--- src/rtl/hap_pkg.sv ---
// Shared constants for the HAP compare pipeline: opcode encodings and flag bit positions.
package hap_pkg;

  localparam int unsigned OPW = 5;

  localparam logic [OPW-1:0] OP_LT  = 5'b01011;
  localparam logic [OPW-1:0] OP_GT  = 5'b01100;
  localparam logic [OPW-1:0] OP_EQ  = 5'b01101;
  localparam logic [OPW-1:0] OP_GTE = 5'b01110;
  localparam logic [OPW-1:0] OP_LTE = 5'b01111;
  localparam logic [OPW-1:0] OP_NE  = 5'b10000;
  localparam logic [OPW-1:0] OP_MIN = 5'b10001;
  localparam logic [OPW-1:0] OP_MAX = 5'b10010;

  // Bit positions inside the 4-bit sticky flags register.
  typedef enum logic [1:0] {
    FLG_LT  = 2'd0,
    FLG_EQ  = 2'd1,
    FLG_GT  = 2'd2,
    FLG_ERR = 2'd3
  } flag_idx_e;

endpackage

--- src/rtl/hap_cmp_core.sv ---
// Combinational magnitude comparator; signed mode flips the MSB of both operands so
// an unsigned compare orders two's-complement values correctly.
module hap_cmp_core #(
  parameter int unsigned WIDTH = 8
) (
  input  logic [WIDTH-1:0] i_a,
  input  logic [WIDTH-1:0] i_b,
  input  logic             i_sgn,
  output logic             o_lt,
  output logic             o_eq,
  output logic             o_gt
);

  logic [WIDTH-1:0] w_flip;
  logic [WIDTH-1:0] w_a;
  logic [WIDTH-1:0] w_b;

  assign w_flip = {i_sgn, {(WIDTH-1){1'b0}}};
  assign w_a    = i_a ^ w_flip;
  assign w_b    = i_b ^ w_flip;

  assign o_lt = (w_a < w_b);
  assign o_eq = (i_a == i_b);
  assign o_gt = ~o_lt & ~o_eq;

endmodule

--- src/rtl/hap_compare_pipe.sv ---
// Two-stage pipelined HAP compare unit with valid/ready on both sides and a sticky
// flags register. Optional MIN/MAX opcodes are enabled by defining CMP_MINMAX_EN.
module hap_compare_pipe
  import hap_pkg::*;
#(
  parameter int unsigned WIDTH = 8,
  parameter int unsigned OPW   = hap_pkg::OPW
) (
  input  logic             clk,
  input  logic             rst,
  input  logic             in_valid,
  output logic             in_ready,
  input  logic [OPW-1:0]   opcode,
  input  logic             sgn,
  input  logic [WIDTH-1:0] R1,
  input  logic [WIDTH-1:0] R2,
  output logic             out_valid,
  input  logic             out_ready,
  output logic [WIDTH-1:0] RD,
  output logic [3:0]       flags
);

  // Stage 1 (capture) registers
  logic             r_s1_full;
  logic [OPW-1:0]   r_s1_op;
  logic             r_s1_sgn;
  logic [WIDTH-1:0] r_s1_a;
  logic [WIDTH-1:0] r_s1_b;

  // Stage 2 (result) registers
  logic             r_s2_full;
  logic [WIDTH-1:0] r_rd;
  logic [3:0]       r_flags;

  logic             w_stall;
  logic             w_lt;
  logic             w_eq;
  logic             w_gt;
  logic             w_err;
  logic [WIDTH-1:0] w_rd;
  logic [3:0]       w_flags;

  // A held result blocks the whole pipe; stage 1 may still fill if it is empty.
  assign w_stall   = r_s2_full & ~out_ready;
  assign in_ready  = ~w_stall | ~r_s1_full;
  assign out_valid = r_s2_full;
  assign RD        = r_rd;
  assign flags     = r_flags;

  hap_cmp_core #(
    .WIDTH (WIDTH)
  ) u_cmp (
    .i_a   (r_s1_a),
    .i_b   (r_s1_b),
    .i_sgn (r_s1_sgn),
    .o_lt  (w_lt),
    .o_eq  (w_eq),
    .o_gt  (w_gt)
  );

  // Predicate select and flag formation from the stage-1 operands
  always_comb begin
    w_rd  = '0;
    w_err = 1'b0;
    case (r_s1_op)
      OP_LT:  w_rd[0] = w_lt;
      OP_GT:  w_rd[0] = w_gt;
      OP_EQ:  w_rd[0] = w_eq;
      OP_GTE: w_rd[0] = ~w_lt;
      OP_LTE: w_rd[0] = ~w_gt;
      OP_NE:  w_rd[0] = ~w_eq;
`ifdef CMP_MINMAX_EN
      OP_MIN: w_rd = w_lt ? r_s1_a : r_s1_b;
      OP_MAX: w_rd = w_lt ? r_s1_b : r_s1_a;  // tie returns R1
`else
      OP_MIN, OP_MAX: w_err = 1'b1;
`endif
      default: w_err = 1'b1;
    endcase

    w_flags          = '0;
    w_flags[FLG_ERR] = w_err;
    w_flags[FLG_LT]  = w_lt & ~w_err;
    w_flags[FLG_EQ]  = w_eq & ~w_err;
    w_flags[FLG_GT]  = w_gt & ~w_err;
  end

  // Stage 1: capture a beat whenever the unit is ready
  always_ff @(posedge clk or posedge rst) begin
    if (rst) begin
      r_s1_full <= 1'b0;
      r_s1_op   <= '0;
      r_s1_sgn  <= 1'b0;
      r_s1_a    <= '0;
      r_s1_b    <= '0;
    end else if (in_ready) begin
      r_s1_full <= in_valid;
      if (in_valid) begin
        r_s1_op  <= opcode;
        r_s1_sgn <= sgn;
        r_s1_a   <= R1;
        r_s1_b   <= R2;
      end
    end
  end

  // Stage 2: register result and sticky flags when not stalled
  always_ff @(posedge clk or posedge rst) begin
    if (rst) begin
      r_s2_full <= 1'b0;
      r_rd      <= '0;
      r_flags   <= '0;
    end else if (!w_stall) begin
      r_s2_full <= r_s1_full;
      if (r_s1_full) begin
        r_rd    <= w_rd;
        r_flags <= w_flags;
      end
    end
  end

endmodule

--- config.mk ---
export PLATFORM = sky130hd
export DESIGN_NAME = hap_compare_pipe
export DESIGN_NICKNAME = d
export VERILOG_FILES = /design/src/rtl/hap_pkg.sv /design/src/rtl/hap_cmp_core.sv /design/src/rtl/hap_compare_pipe.sv
export SDC_FILE = /design/constraint.sdc
export NUM_CORES = 1
export LEC_CHECK = 0
export BUFFER_PORTS_ARGS = -buffer_cell sky130_fd_sc_hd__buf_2
export CAP_MARGIN = 20
export CORE_ASPECT_RATIO = 1.2
export CORE_UTILIZATION = 51
export DETAILED_ROUTE_END_ITERATION = 16
export HOLD_SLACK_MARGIN = 0.12
export PLACE_DENSITY = 0.78
export SETUP_SLACK_MARGIN = 0.4
export SLEW_MARGIN = 5
export SYNTH_ARGS = -nofsm -noshare
export SYNTH_HDL_FRONTEND = slang
export SYNTH_SLANG_ARGS = --single-unit
--- constraint.sdc ---
create_clock -name clk -period 2.05 [get_ports clk]
set_input_delay 0.205 -clock clk [delete_from_list [all_inputs] [get_ports clk]]
set_output_delay 0.205 -clock clk [all_outputs]
set_load 0.02 [all_outputs]
==> impl_metrics.json <==
{
  "status": "complete, no violations",
  "num_antenna_cells": 0,
  "yosysTopAreaCellShare_pct": 49.3,
  "cts_tree": "done",
  "synthArstFlopShare_pct": 100,
  "rsz0062_at_grt": "true",
  "hp-class": "input port to register",
  "drv_slew": 0,
  "arrival_ns": 2.13,
  "ios": 40,
  "wl_per_cell_microns": 13.3,
  "synth_area_sq_um": 1470,
  "grt_usage_pct": 22.0,
  "clk_path_buf_depth": 2,
  "finalSetupTns_ns": 0,
  "fmax_mhz": 533,
  "required_ns": 2.31,
  "drc": 0,
  "yosysSeqAreaShare_pct": 49.3,
  "cp-end-kind": "register",
  "critPathMaxFanout": 3,
  "setup_violations": 0,
  "synth_edf_count": 0,
  "die_w_microns": 51.1,
  "synth_ff_type": "dfrtp_1",
  "fin_crit_sh_pct": 91.5,
  "drtIter0Drc": 20,
  "initial_utilization_pct": 53.4,
  "antenna_found_initial": 0,
  "start_kind": "register",
  "htree_levels": 2,
  "irDropWorstVdd_uv": 643,
  "clk_pin_slew_ns": 0.09,
  "worst-setup-path-type": "register to register",
  "syn-instance-count": 130,
  "maxCapViolCount": 0,
  "fin_worst_skew_ns": 0.00747,
  "finalHoldViolCount": 0,
  "ys_warn_count": 0,
  "cts_made_buffers": 5,
  "area_delta_synth_final_pct": 36.9,
  "design.die.area_sq_um": 3110,
  "ys_ff_latch": 29,
  "nFillCells": 201,
  "overflow": 0,
  "setup_ws_ns": 0.174,
  "core-area_sq_um": 2760,
  "hold_slack_ns": 0.132,
  "clock_sinks": 29,
  "io_buffers": 32,
  "pre_cts_ws_ns": 0.200,
  "yosys.area.top_type": "dfrtp_1",
  "row_count": 21,
  "post-route-min-period_ns": 1.88,
  "grt_pass1_wl_microns": 4910,
  "syn_area_per_cell_sq_um": 11.3,
  "drtAntennaViolNets": 0,
  "grt_max_degree": 30,
  "final_common_cell": "buf_2",
  "p_leak_nw": 0.948,
  "nets": 229,
  "drt-vias-per-instance": 5.22,
  "powerDensity_nw_per_um2": 753,
  "die_h_microns": 60.9,
  "wirelength_microns": 3050,
  "final_layout_size_suffix_gt1_share_pct": 38.8,
  "clk-insertion-delay-late_ns": 0.33,
  "grt_pass1_vias": 1158,
  "route.vias.total": 1201,
  "place.gp.congestion": 0.948,
  "final_cell_mix": "buf_2 (32), dfrtp_1 (29), mux2_2 (23), dlygate4sd3_1 (23), nand2_1 (11)",
  "synth.distinct_cells": 29,
  "firstDrtPassIters": 4,
  "final_util_pct": 73.1,
  "dp.final_hpwl_microns": 1900,
  "root_buffer": "clkbuf_4",
  "synth_area_leaders": "dfrtp_1 (49%), mux2_2 (18%), ha_1 (5.9%)"
}
==> critical path, stage by stage (launching register included) <==
cell     delay, ns
dfrtp_1       0.38
inv_1         0.06
ha_1          0.29
and2_1        0.18
o21ai_1       0.08
a21oi_1       0.11
or2_4         0.27
a211o_1       0.27
a32oi_1       0.17
==> area by class of cell <==
cell class	instances	area (sq um)	area share, %
Tap cell	34	42.5	2.11
Timing Repair Buffer	62	447	22.2
Sequential cell	29	726	36.0
Inverter	9	33.8	1.68
Clock buffer	7	55.1	2.73
Multi-Input combinational cell	89	712	35.3
==> synthesized netlist by cell type (3+ instances only) <==
master     n
dfrtp_1   29
mux2_2    23
nand2_1   12
inv_1      9
buf_4      7
ha_1       7
a21oi_1    5
o21ai_0    5
nand2b_1   4
nand3_1    3
nor2b_1    3
nor3_1     3
==> stage by stage <==
step           std cells  power [W]  instance area [sq um]
2_1_floorplan        136   0.000983                   1500
3_3_place_gp         195    0.00106                   1660
3_5_place_dp         195    0.00107                   1660
4_1_cts              228    0.00147                   1970
5_1_grt              230    0.00160                   2020
6_report             230    0.00152                   2020
==> timing repair <==
item | in CTS | in global routing
hold buffers | 23 | 0
pin swaps | 4 | 2
setup endpoints to repair | 1 | 3
setup buffers | 3 | 2
resized for setup | 1 | 9
endpoints found under the hold margin | 51 | 0
==> flip-flops by register name (all words and copies together) (netlist names) <==
name,flops
RD,1
flags,4
out_valid,1
r_s1_a,8
r_s1_b,8
r_s1_full,1
r_s1_op,5
r_s1_sgn,1
==> worst paths after layout <==
kind                                         endpoint                   from  slack [ns]  cells past startpoint
max in group asynchronous       r_s1_a[7]$_DFFE_PP0P_                    rst        1.31                      4
worst min register to register   flags[0]$_DFFE_PP0P_   flags[0]$_DFFE_PP0P_        0.49                      2
worst min-delay path            r_s1_b[7]$_DFFE_PP0P_                  R2[7]        0.13                      2
worst max-delay path                RD[0]$_DFFE_PP0P_  r_s1_b[3]$_DFFE_PP0P_        0.17                      8
min in group asynchronous           RD[0]$_DFFE_PP0P_                    rst        0.47                      4
worst max register to register      RD[0]$_DFFE_PP0P_  r_s1_b[3]$_DFFE_PP0P_        0.17                      8
==> where the power goes <==
part,switching [W],total (W),internal (W)
sequential,0.0000649,0.000715,0.000650
clock,0.000195,0.000357,0.000162
combinational,0.000205,0.000447,0.000243
total,0.000465,0.00152,0.00105
==> cells by family after synthesis <==
group | count (synthesis) | share of synthesized area [%]
other | 1 | 0.255
and+or+nand+nor | 33 | 12.1
AOI/OAI and AO/OA | 18 | 7.65
adders and majority gates | 7 | 5.95
xor gates and xnor gates | 1 | 0.595
muxes | 23 | 17.6
buffers and inverters | 18 | 6.54
DFF | 29 | 49.3
==> per-layer routing <==
layer  up-vias  GRT usage (%)  share of wire (%)
li1        569              -                  -
met1       594           23.5                 41
met2        32           40.6                 53
met3         6           7.02                4.3
met4         0           8.33                1.3
met5         -              0                  0
No activity file was read; power rests on OpenSTA's default activity.
